--- config.mk ---
export PLATFORM = sky130hd
export DESIGN_NAME = mem_arbiter
export DESIGN_NICKNAME = d
export VERILOG_FILES = /design/src/rtl/mem_arbiter.sv
export SDC_FILE = /design/constraint.sdc
export NUM_CORES = 1
export LEC_CHECK = 0
export BUFFER_PORTS_ARGS = -buffer_cell sky130_fd_sc_hd__buf_2
export CAP_MARGIN = 40
export CORE_UTILIZATION = 49
export DETAILED_ROUTE_END_ITERATION = 7
export PLACE_DENSITY = 0.83
export SYNTH_ARGS = -nofsm -noshare
export SYNTH_HDL_FRONTEND = slang
export SYNTH_SLANG_ARGS = --single-unit
--- constraint.sdc ---
create_clock -name clk -period 4.4 [get_ports clk]
set_input_delay 0.66 -clock clk [delete_from_list [all_inputs] [get_ports clk]]
set_output_delay 0.66 -clock clk [all_outputs]
set_load 0.03 [all_outputs]
--- src/rtl/mem_arbiter.sv ---
// Two-requester memory arbiter: IDLE -> ISSUE -> WAIT -> ACK, one transaction at a time.
// Define ROUND_ROBIN_EN for alternating priority on contention; default is fixed priority (req0 first).
//
// state    | meaning
// ST_IDLE  | no transaction; arbitrate, latch winner's command, pulse its gnt
// ST_ISSUE | drive mem_enable for one cycle with the latched command
// ST_WAIT  | count WAIT_CYCLES, capture mem_dataout on the last cycle of a read
// ST_ACK   | pulse the winner's ack, return to IDLE
module mem_arbiter #(
   parameter int WAIT_CYCLES = 1
) (
   input  logic       clk,
   input  logic       reset,
   input  logic       req0,
   input  logic       rw0,
   input  logic [3:0] addr0,
   input  logic [3:0] wdata0,
   output logic       gnt0,
   output logic       ack0,
   output logic [3:0] rdata0,
   input  logic       req1,
   input  logic       rw1,
   input  logic [3:0] addr1,
   input  logic [3:0] wdata1,
   output logic       gnt1,
   output logic       ack1,
   output logic [3:0] rdata1,
   output logic       mem_enable,
   output logic       mem_rw,
   output logic [3:0] mem_address,
   output logic [3:0] mem_datain,
   input  logic [3:0] mem_dataout,
   output logic       busy
);

   typedef enum logic [1:0] {
      ST_IDLE  = 2'd0,
      ST_ISSUE = 2'd1,
      ST_WAIT  = 2'd2,
      ST_ACK   = 2'd3
   } state_t;

   localparam logic [1:0] WAIT_LOAD = 2'(WAIT_CYCLES - 1);

   state_t     state_q, state_d;
   logic       owner_q, owner_d;
   logic       mem_rw_q, mem_rw_d;
   logic [3:0] mem_address_q, mem_address_d;
   logic [3:0] mem_datain_q, mem_datain_d;
   logic [1:0] cnt_q, cnt_d;
   logic [3:0] rdata0_q, rdata0_d;
   logic [3:0] rdata1_q, rdata1_d;

   logic win_valid;
   logic win_sel;

`ifdef ROUND_ROBIN_EN
   // prio_q names the requester that wins the next simultaneous request.
   logic prio_q, prio_d;

   always_comb begin
      win_valid = req0 | req1;
      if (req0 && req1) begin
         win_sel = prio_q;
      end else begin
         win_sel = req1;
      end
   end
`else
   always_comb begin
      win_valid = req0 | req1;
      win_sel   = ~req0 & req1;
   end
`endif

   always_comb begin
      state_d       = state_q;
      owner_d       = owner_q;
      mem_rw_d      = mem_rw_q;
      mem_address_d = mem_address_q;
      mem_datain_d  = mem_datain_q;
      cnt_d         = cnt_q;
      rdata0_d      = rdata0_q;
      rdata1_d      = rdata1_q;
`ifdef ROUND_ROBIN_EN
      prio_d        = prio_q;
`endif
      unique case (state_q)
         ST_IDLE: begin
            if (win_valid) begin
               owner_d       = win_sel;
               mem_rw_d      = win_sel ? rw1    : rw0;
               mem_address_d = win_sel ? addr1  : addr0;
               mem_datain_d  = win_sel ? wdata1 : wdata0;
               state_d       = ST_ISSUE;
`ifdef ROUND_ROBIN_EN
               prio_d        = ~win_sel;
`endif
            end
         end
         ST_ISSUE: begin
            cnt_d   = WAIT_LOAD;
            state_d = ST_WAIT;
         end
         ST_WAIT: begin
            if (cnt_q == 2'd0) begin
               if (!mem_rw_q) begin
                  if (owner_q) begin
                     rdata1_d = mem_dataout;
                  end else begin
                     rdata0_d = mem_dataout;
                  end
               end
               state_d = ST_ACK;
            end else begin
               cnt_d = cnt_q - 2'd1;
            end
         end
         ST_ACK: begin
            state_d = ST_IDLE;
         end
         default: begin
            state_d = ST_IDLE;
         end
      endcase
   end

   always_ff @(posedge clk) begin
      if (reset) begin
         state_q       <= ST_IDLE;
         owner_q       <= 1'b0;
         mem_rw_q      <= 1'b0;
         mem_address_q <= 4'h0;
         mem_datain_q  <= 4'h0;
         cnt_q         <= 2'd0;
         rdata0_q      <= 4'h0;
         rdata1_q      <= 4'h0;
`ifdef ROUND_ROBIN_EN
         prio_q        <= 1'b0;
`endif
      end else begin
         state_q       <= state_d;
         owner_q       <= owner_d;
         mem_rw_q      <= mem_rw_d;
         mem_address_q <= mem_address_d;
         mem_datain_q  <= mem_datain_d;
         cnt_q         <= cnt_d;
         rdata0_q      <= rdata0_d;
         rdata1_q      <= rdata1_d;
`ifdef ROUND_ROBIN_EN
         prio_q        <= prio_d;
`endif
      end
   end

   // Pulses are decoded from state; reset masks them so a request in a reset cycle is never granted.
   assign gnt0        = ~reset & (state_q == ST_IDLE) & win_valid & ~win_sel;
   assign gnt1        = ~reset & (state_q == ST_IDLE) & win_valid &  win_sel;
   assign ack0        = ~reset & (state_q == ST_ACK) & ~owner_q;
   assign ack1        = ~reset & (state_q == ST_ACK) &  owner_q;
   assign mem_enable  = ~reset & (state_q == ST_ISSUE);
   assign mem_rw      = mem_rw_q;
   assign mem_address = mem_address_q;
   assign mem_datain  = mem_datain_q;
   assign rdata0      = rdata0_q;
   assign rdata1      = rdata1_q;
   assign busy        = (state_q != ST_IDLE);

endmodule

==> flow_metrics.tcl, run 1 <==
set metrics [dict create \
    syn_area_per_cell_sq_um 9.520 \
    post_drt_wl_per_cell_um 11.20 \
    fin_tns_setup_ps 0 \
    worstRegToRegCells 6 \
    root_buffer "clkbuf_4" \
    critPathMaxFanout 11 \
    r2r_slack_ps 2540 \
    clkSinkCount 22 \
    clk_latency_ps 300 \
    final_common_cell "buf_2" \
    cp_num_buf_inv 2 \
    portBuffers 48 \
    yosys-top-cells-area "dfxtp_1 (40%), mux2i_1 (16%), ha_1 (8.0%)" \
    fp-row-count 16 \
    startpoint_type "input port" \
    fmax_mhz 431.5 \
    cts_setup_buffers 0 \
    slowest_stage "nand2b_1" \
    rsz0062_at_grt "false" \
    period_share_pct 52.67 \
    cp-end-kind "primary output" \
    syn_inst 115 \
    placed_cells 184 \
    antenna_found_initial 0 \
    wl_mm 2.106 \
    finalHoldViolCount 0 \
    synthFlopType "dfxtp_1" \
    worst_pin_slew_ps 589.7 \
    ys_types 30 \
    cts_resized 0 \
    place_hpwl_mm 1.656 \
    synth-edff-count 0 \
    setup_slack_ps 2082 \
    cts_tree "done" \
    power_density_mw_per_mm2 569.7 \
    rr_endpoint "rdata0[1]" \
    ys_seq_area_share_pct 40.23 \
    ios 49 \
    fin_cells 188 \
    synth_seq_cells 22 \
    final_max_slew_viol_count 0 \
    synthesis.nets 148 \
    drive_above_1_share_pct 34.78 \
    grt_max_degree 29 \
    crit_chain "buf_2, nand2b_1, nor3_1, buf_2" \
    path_class "input port to primary output" \
    diodes 0 \
    nets 195 \
    viasPerCell 5.011 \
    syn_area_sq_mm 0.001095 \
    cts.htree.levels 1 \
    synth_area_leader_cell "dfxtp_1" \
    grt_overflow 0 \
    grt_pass1_wl_mm 3.650 \
    power_leakage_nw 0.7332 \
    firstDrtPassIters 3 \
    arrival_ps 1660 \
    die_y_um 49.27 \
    route.detailed.drc 0 \
    r2r-start "state_q[0]" \
    min_to "rdata0[2]" \
    final_cell_mix "buf_2 (48), dfxtp_1 (22), nor2_1 (20)" \
    final.min_clock_period_ps 2318 \
    setup_viol 0 \
    numCtsBuffers 3 \
    path_delay_family "simple AND/OR/NAND/NOR gates" \
    dieArea_sq_mm 0.002428 \
    drt_first_iter_violations 3 \
    crit_top_cell "buf_2" \
    worstHoldPathType "flip-flop to flip-flop" \
    holdBufCountCts 0 \
    syn2layout_area_growth_pct 27.20 \
    hold_depth 2 \
    yosysTopAreaCellShare_pct 40.23 \
    total_power_mw 0.7934 \
    gp_congestion 0.7565 \
    die_x_um 49.27 \
    cp.required_ps 3740 \
    slowest_delay_ps 400 \
    clkTransAtPathRegs_ps 120 \
    slew_headroom_pct 60.69 \
    clk_path_buf_depth 2 \
    grt_pass1_vias 896 \
    skew_ps 2.663 \
    antenna_left 0 \
    grtUsageTotal_pct 18.95 \
    peakVddDrop_mv 0.2981 \
    design.core.area_sq_mm 0.002022 \
    min_from "rdata0[2]" \
    initial_core_util_pct 54.15 \
    synth_warnings 0 \
    status "completed" \
    drv_cap 0 \
    vias 942 \
    pre_cts_ws_ps 2068 \
    async_flop_share_pct 0 \
]
per-stage QoR:
step	utilization [%]	area (sq um)	hold WS, ps
2_1_floorplan	-	1095	466.5
3_3_place_gp	65.72	1329	468.3
3_5_place_dp	66.27	1340	476.8
4_1_cts	68.87	1393	507.1
5_1_grt	68.87	1393	530.0
6_report	68.87	1393	499.6
report_power, final:
group          internal [mW]  switching (mW)
registers              0.250          0.0325
clock network         0.0920          0.0609
logic                  0.129           0.229
total                  0.471           0.323
state kept, by name, summed over array words and instances (netlist names):
signal,count
mem_datain,4
rdata0,4
rdata1,4
mem_address,4
mem_rw,1
state_q,2
owner_q,1
cnt_q,2
synth_stat cells, types with 2 or more instances:
| cell | count |
|---|---|
| buf_2 | 2 |
| inv_1 | 6 |
| nand2b_1 | 3 |
| o21ai_1 | 2 |
| a21oi_1 | 3 |
| clkbuf_1 | 2 |
| ha_1 | 7 |
| nand2_1 | 2 |
| mux2i_1 | 18 |
| dfxtp_1 | 22 |
| a211oi_1 | 9 |
| o21a_1 | 2 |
| nor2_1 | 20 |
cell families after synthesis:
logic type                 Yosys count  share of synthesized area (%)
and+or+nand+nor                     36                          17.83
DFF                                 22                          40.23
AOI/OAI and AO/OA                   19                          11.77
muxes                               18                          16.46
buffers and inverters               13                          5.714
adders and majority gates            7                          8.000
worst min-delay path, stage by stage, from the launching register on:
cell	delay, ps
dfxtp_1	340
mux2i_1	60
nor2_1	70
final cells by class:
| cell class | count | area (sq um) |
|---|---|---|
| well taps | 27 | 33.78 |
| inverters | 6 | 22.52 |
| fillers | 160 | 629.4 |
| flip-flops and latches | 22 | 440.4 |
| multi-input cells | 80 | 591.8 |
| clock buffers | 3 | 22.52 |
| repair buffers | 49 | 251.5 |
| clock inverters | 1 | 30.03 |
layer usage:
metal | part of all wire, % | vias up | GRT usage (%)
met1 | 43 | 419 | 21.33
met3 | 5.1 | 2 | 2.804
met2 | 51 | 28 | 35.16
met5 | 0 | - | 0
li1 | - | 493 | -
met4 | 0.90 | 0 | 7.353
worst max-delay path by stage:
stage | cells after the start | slack [ps] | endpoint | startpoint
2_1_floorplan | 3 | 2100 | gnt1 | req0
3_3_place_gp | 4 | 2100 | gnt1 | req0
3_5_place_dp | 4 | 2070 | gnt1 | req0
4_1_cts | 4 | 2070 | gnt1 | req0
5_1_grt | 4 | 1980 | gnt1 | req0
6_report | 4 | 2080 | gnt1 | req0
Power figures use the tool's default switching activity.
==> run 2: changes to the inputs <==
--- a/config.mk
+++ b/config.mk
@@ -7,9 +7,9 @@
 export LEC_CHECK = 0
 export BUFFER_PORTS_ARGS = -buffer_cell sky130_fd_sc_hd__buf_2
 export CAP_MARGIN = 40
-export CORE_UTILIZATION = 49
+export CORE_UTILIZATION = 46
 export DETAILED_ROUTE_END_ITERATION = 7
-export PLACE_DENSITY = 0.83
+export PLACE_DENSITY = 0.78
 export SYNTH_ARGS = -nofsm -noshare
 export SYNTH_HDL_FRONTEND = slang
 export SYNTH_SLANG_ARGS = --single-unit
==> constraint.sdc (replaced) <==
create_clock -name clk -period 2.15 [get_ports clk]
set_input_delay 0.3225 -clock clk [delete_from_list [all_inputs] [get_ports clk]]
set_output_delay 0.3225 -clock clk [all_outputs]
set_load 0.03 [all_outputs]
==> flow_metrics.tcl, run 2 (same netlist as run 1, synthesis figures left out) <==
set metrics [dict create \
    clkSinkCount 22 \
    place_area_sq_mm 0.001345 \
    multiInputGateArea_sq_um 591.8 \
    r2r_slack_ps 550 \
    worstHoldPathType "input port to flip-flop" \
    cts_setup_buffers 0 \
    clk_path_buf_depth 2 \
    numCtsBuffers 3 \
    vias 939 \
    final_max_slew_viol_count 0 \
    drive_above_1_share_pct 35.19 \
    die_x_um 50.79 \
    grt_pass1_wl_mm 3.553 \
    clkTransAtPathRegs_ps 130 \
    drv_cap 0 \
    highest_layer "met4" \
    route.detailed.drc 0 \
    hold_depth 3 \
    peakVddDrop_mv 0.6017 \
    startpoint_type "flip-flop" \
    final_cell_mix "buf_2 (48), dfxtp_1 (22), nor2_1 (20)" \
    post_drt_wl_per_cell_um 10.96 \
    cp-startpoint "state_q[0]" \
    cp.required_ps 1830 \
    met2WireLength_mm 1.016 \
    fmax_mhz 526.8 \
    cp-end-kind "primary output" \
    antenna_found_initial 0 \
    cts_tree "done" \
    portBuffers 48 \
    final.min_clock_period_ps 1898 \
    power_density_mw_per_mm2 1164 \
    final_common_cell "buf_2" \
    nets 196 \
    grt_max_degree 29 \
    wl_met3_um 120 \
    seq_area_sq_um 440.4 \
    status "completed" \
    antenna_left 0 \
    worst_pin_slew_ps 541.4 \
    design.core.area_sq_mm 0.002233 \
    root_buffer "clkbuf_4" \
    grtUsageTotal_pct 18.33 \
    rr_endpoint "cnt_q[1]" \
    wl_met1_um 932 \
    total_power_mw 1.626 \
    period_share_pct 88.30 \
    cts.htree.levels 1 \
    power_leakage_nw 0.7391 \
    final_area_sq_mm 0.001398 \
    fin_tns_setup_ps 0 \
    finalHoldViolCount 0 \
    clk_latency_ps 300 \
    ios 49 \
    place_hpwl_mm 1.606 \
    drt_first_iter_violations 3 \
    worstRegToRegCells 5 \
    slew_headroom_pct 63.91 \
    arrival_ps 1580 \
    setup_viol 0 \
    critPathMaxFanout 5 \
    wl_mm 2.083 \
    syn2layout_area_growth_pct 27.66 \
    viasPerCell 4.942 \
    fp-row-count 17 \
    initial_core_util_pct 49.02 \
    gp_congestion 0.7983 \
    path_class "flip-flop to primary output" \
    holdBufCountCts 0 \
    diodes 0 \
    skew_ps 1.238 \
    die_y_um 50.79 \
    firstDrtPassIters 2 \
    grt_pass1_vias 858 \
    rsz0062_at_grt "false" \
    dieArea_sq_mm 0.002579 \
    fillers 211 \
    cp-endpoint "gnt1" \
    grt_overflow 0 \
    cts_resized 0 \
    r2r-start "state_q[0]" \
]
run 2: cell count changes in the layout (fill, tap and decap cells not counted):
| cell | change |
|---|---|
| buf_4 | +2 |
| clkdlybuf4s15_2 | -1 |
run 2: where the power goes:
group | internal, mW | switching [mW] | leakage, nW
clock network | 0.188 | 0.129 | 0.0279
logic | 0.263 | 0.466 | 0.531
registers | 0.512 | 0.0681 | 0.180
run 2: metrics by stage:
step / hold slack [ps] / util [%] / std cells / setup WS, ps
after floorplan: 466.4 / - / 115 / 357.6
after global placement: 467.0 / 60.22 / 186 / 635.9
after detailed placement: 480.9 / 60.22 / 186 / 546.4
after CTS: 249.6 / 62.58 / 190 / 226.8
after global routing: 237.1 / 62.58 / 190 / 102.9
final: 252.8 / 62.58 / 190 / 251.6
run 2: worst min-delay path by stage:
stage,start,endpoint
final,mem_dataout[0],rdata1[0]
after global routing,mem_dataout[1],rdata1[1]
after CTS,mem_dataout[1],rdata1[1]
after detailed placement,rdata1[1],rdata1[1]
after global placement,rdata0[2],rdata0[2]
after floorplan,mem_dataout[0],rdata1[0]
run 2: layout make-up:
| class | instances | share of cell area (%) |
|---|---|---|
| Clock buffer | 3 | 1.611 |
| Clock inverter | 1 | 2.149 |
| Inverter | 6 | 1.611 |
| Multi-Input combinational cell | 80 | 42.35 |
| Sequential cell | 22 | 31.51 |
| Tap cell | 28 | 2.507 |
| Timing Repair Buffer | 50 | 18.26 |
run 2: worst max-delay path, cell delays in order, from the launching register on:
cell and delay, ps:
dfxtp_1 360, inv_1 130, ha_1 240, o21ai_0 150
nor3_1 170, buf_2 220
run 2: routing by layer:
layer	global-route usage, %	vias up
met4	8.333	0
met5	0	-
met3	3.333	2
met2	32.67	32
li1	-	488
met1	20.96	417
==> run 3: changes to the inputs <==
--- a/config.mk
+++ b/config.mk
@@ -5,11 +5,12 @@
 export SDC_FILE = /design/constraint.sdc
 export NUM_CORES = 1
 export LEC_CHECK = 0
+export ABC_AREA = 1
 export BUFFER_PORTS_ARGS = -buffer_cell sky130_fd_sc_hd__buf_2
 export CAP_MARGIN = 40
-export CORE_UTILIZATION = 46
+export CORE_UTILIZATION = 48
 export DETAILED_ROUTE_END_ITERATION = 7
-export PLACE_DENSITY = 0.78
+export PLACE_DENSITY = 0.79
 export SYNTH_ARGS = -nofsm -noshare
 export SYNTH_HDL_FRONTEND = slang
 export SYNTH_SLANG_ARGS = --single-unit
==> flow_metrics.tcl, run 3 <==
set metrics [dict create \
    wl_mm 2.636 \
    die_x_um 53.59 \
    r2r_slack_ps 730 \
    clk_latency_ps 310 \
    clk_path_buf_depth 2 \
    root_buffer "clkbuf_4" \
    grt_overflow 0 \
    ys_types 20 \
    drive_above_1_share_pct 24.80 \
    cts_resized 0 \
    ios 49 \
    p_comb_share_pct 54.7 \
    synth_warnings 0 \
    grtUsageTotal_pct 19.61 \
    fp-row-count 18 \
    drv_cap 0 \
    holdBufCountCts 0 \
    final_max_slew_viol_count 0 \
    ys_top_cells_by_count "nor2_1 (56), nand2_1 (42), inv_1 (37)" \
    syn_inst 204 \
    synth_seq_cells 22 \
    dieArea_sq_mm 0.002872 \
    worstHoldPathType "input port to flip-flop" \
    synth_area_leader_cell "dfxtp_1" \
    cts.htree.levels 1 \
    drt_first_iter_violations 17 \
    arrival_ps 1660 \
    post_drt_wl_per_cell_um 9.282 \
    syn_area_per_cell_sq_um 6.262 \
    syn2layout_area_growth_pct 23.02 \
    viasPerCell 4.532 \
    power_leakage_nw 0.9222 \
    synthFlopType "dfxtp_1" \
    placed_cells 280 \
    firstDrtPassIters 4 \
    final.min_clock_period_ps 1982 \
    seqPwrFrac_pct 34.4 \
    skew_ps 2.237 \
    r2r-start "state_q[0]" \
    finalHoldViolCount 0 \
    cts_tree "done" \
    peakVddDrop_mv 0.7413 \
    min_from "addr0[2]" \
    diodes 0 \
    fmax_mhz 504.6 \
    initial_core_util_pct 51.10 \
    fin_tns_setup_ps 0 \
    critPathMaxFanout 4 \
    swShare_pct 48.41 \
    hold_depth 5 \
    pwr-share-clk_pct 10.9 \
    gp_congestion 0.7760 \
    antenna_found_initial 0 \
    syn_area_sq_mm 0.001277 \
    place_hpwl_mm 2.020 \
    period_share_pct 92.17 \
    power_density_mw_per_mm2 1102 \
    ys_seq_area_share_pct 34.48 \
    min_to "mem_address[2]" \
    synth-edff-count 0 \
    rsz0062_at_grt "false" \
    path_class "flip-flop to primary output" \
    async_flop_share_pct 0 \
    die_y_um 53.59 \
    yosys-top-cells-area "dfxtp_1 (34%), nor2_1 (16%), nand2_1 (12%)" \
    numCtsBuffers 3 \
    setup_viol 0 \
    yosysMostFrequentCell "nor2_1" \
    vias 1287 \
    cp.required_ps 1830 \
    design.core.area_sq_mm 0.002500 \
    grt_max_degree 23 \
    pre_cts_ws_ps 378.3 \
    nets 289 \
    portBuffers 48 \
    fin_cells 284 \
    clkTransAtPathRegs_ps 120 \
    final_cell_mix "nor2_1 (56), buf_2 (48), nand2_1 (42)" \
    route.detailed.drc 0 \
    clkSinkCount 22 \
    p_sw_mw 0.8386 \
    startpoint_type "flip-flop" \
    grt_pass1_wl_mm 4.119 \
    grt_pass1_vias 1045 \
    slew_headroom_pct 69.87 \
    worstRegToRegCells 8 \
    intPower_mw 0.8938 \
    worst_pin_slew_ps 448.5 \
    antenna_left 0 \
    final_common_cell "nor2_1" \
    cp-end-kind "primary output" \
    synthesis.nets 237 \
    status "completed" \
    setup_slack_ps 168.3 \
    yosysTopAreaCellShare_pct 34.48 \
    rr_endpoint "mem_address[0]" \
]
-- run 3: routing by layer --
metal / part of all wire, % / GRT usage [%] / vias to the layer above
met5: 0 / 0 / -
met4: 1.3 / 8.333 / 0
met3: 3.6 / 3.672 / 4
met2: 47 / 32.92 / 26
met1: 48 / 24.32 / 549
li1: - / - / 708
-- run 3: power by group through the flow --
stage	clock, mW	sequential [mW]	combinational (mW)
detailed placement	0	0.605	0.935
global placement	0	0.600	0.926
finish	0.189	0.597	0.947
global route	0.214	0.615	1.07
CTS	0.195	0.597	0.939
floorplan	0	0.767	0.547
-- run 3: cell type report --
| cell class | instances | area [sq um] |
|---|---|---|
| Timing Repair Buffer | 50 | 255.2 |
| Tap cell | 30 | 37.54 |
| Inverter | 39 | 148.9 |
| Clock buffer | 3 | 22.52 |
| Fill cell | 249 | 928.4 |
| Sequential cell | 22 | 440.4 |
| Multi-Input combinational cell | 140 | 666.9 |
-- run 3: cells by family (layout without fill, tap and decap cells) --
group           count (synthesis)  after routing  synth area share, %
buf+inv                        42             92                13.32
fa+ha+maj                       7              7                6.856
simple gates                  126            126                41.43
flops                          22             22                34.48
compound gates                  7              7                3.918
-- run 3: what timing repair did --
action | 4_1_cts | 5_1_grt
setup buffers | 0 | 1
endpoints found under the hold margin | 0 | 0
setup endpoints to repair | 0 | 2
-- run 3: worst max-delay path, cell delays in order (launching register included) --
cell and delay, ps:
dfxtp_1 360, inv_1 140, ha_1 250, inv_1 110, nor2_4 120, nand2_2 80
nor2_1 90, buf_2 200
-- run 3: worst max path at each step --
stage	start	to	slack [ps]	depth (start not counted)
floorplan	state_q[0]	gnt0	240	6
global placement	state_q[0]	gnt0	450	7
detailed placement	state_q[0]	gnt0	380	7
CTS	state_q[0]	gnt0	10	7
global route	state_q[0]	gnt1	70	7
finish	state_q[0]	gnt0	170	7
-- run 3: per-stage QoR --
stage | instance area [sq um] | power [mW] | hold slack [ps] | util (%)
floorplan | 1277 | 1.314 | 453.6 | -
global placement | 1541 | 1.526 | 445.4 | 61.66
detailed placement | 1541 | 1.541 | 456.7 | 61.66
CTS | 1564 | 1.731 | 348.4 | 62.56
global route | 1572 | 1.899 | 334.1 | 62.86
finish | 1572 | 1.732 | 348.3 | 62.86
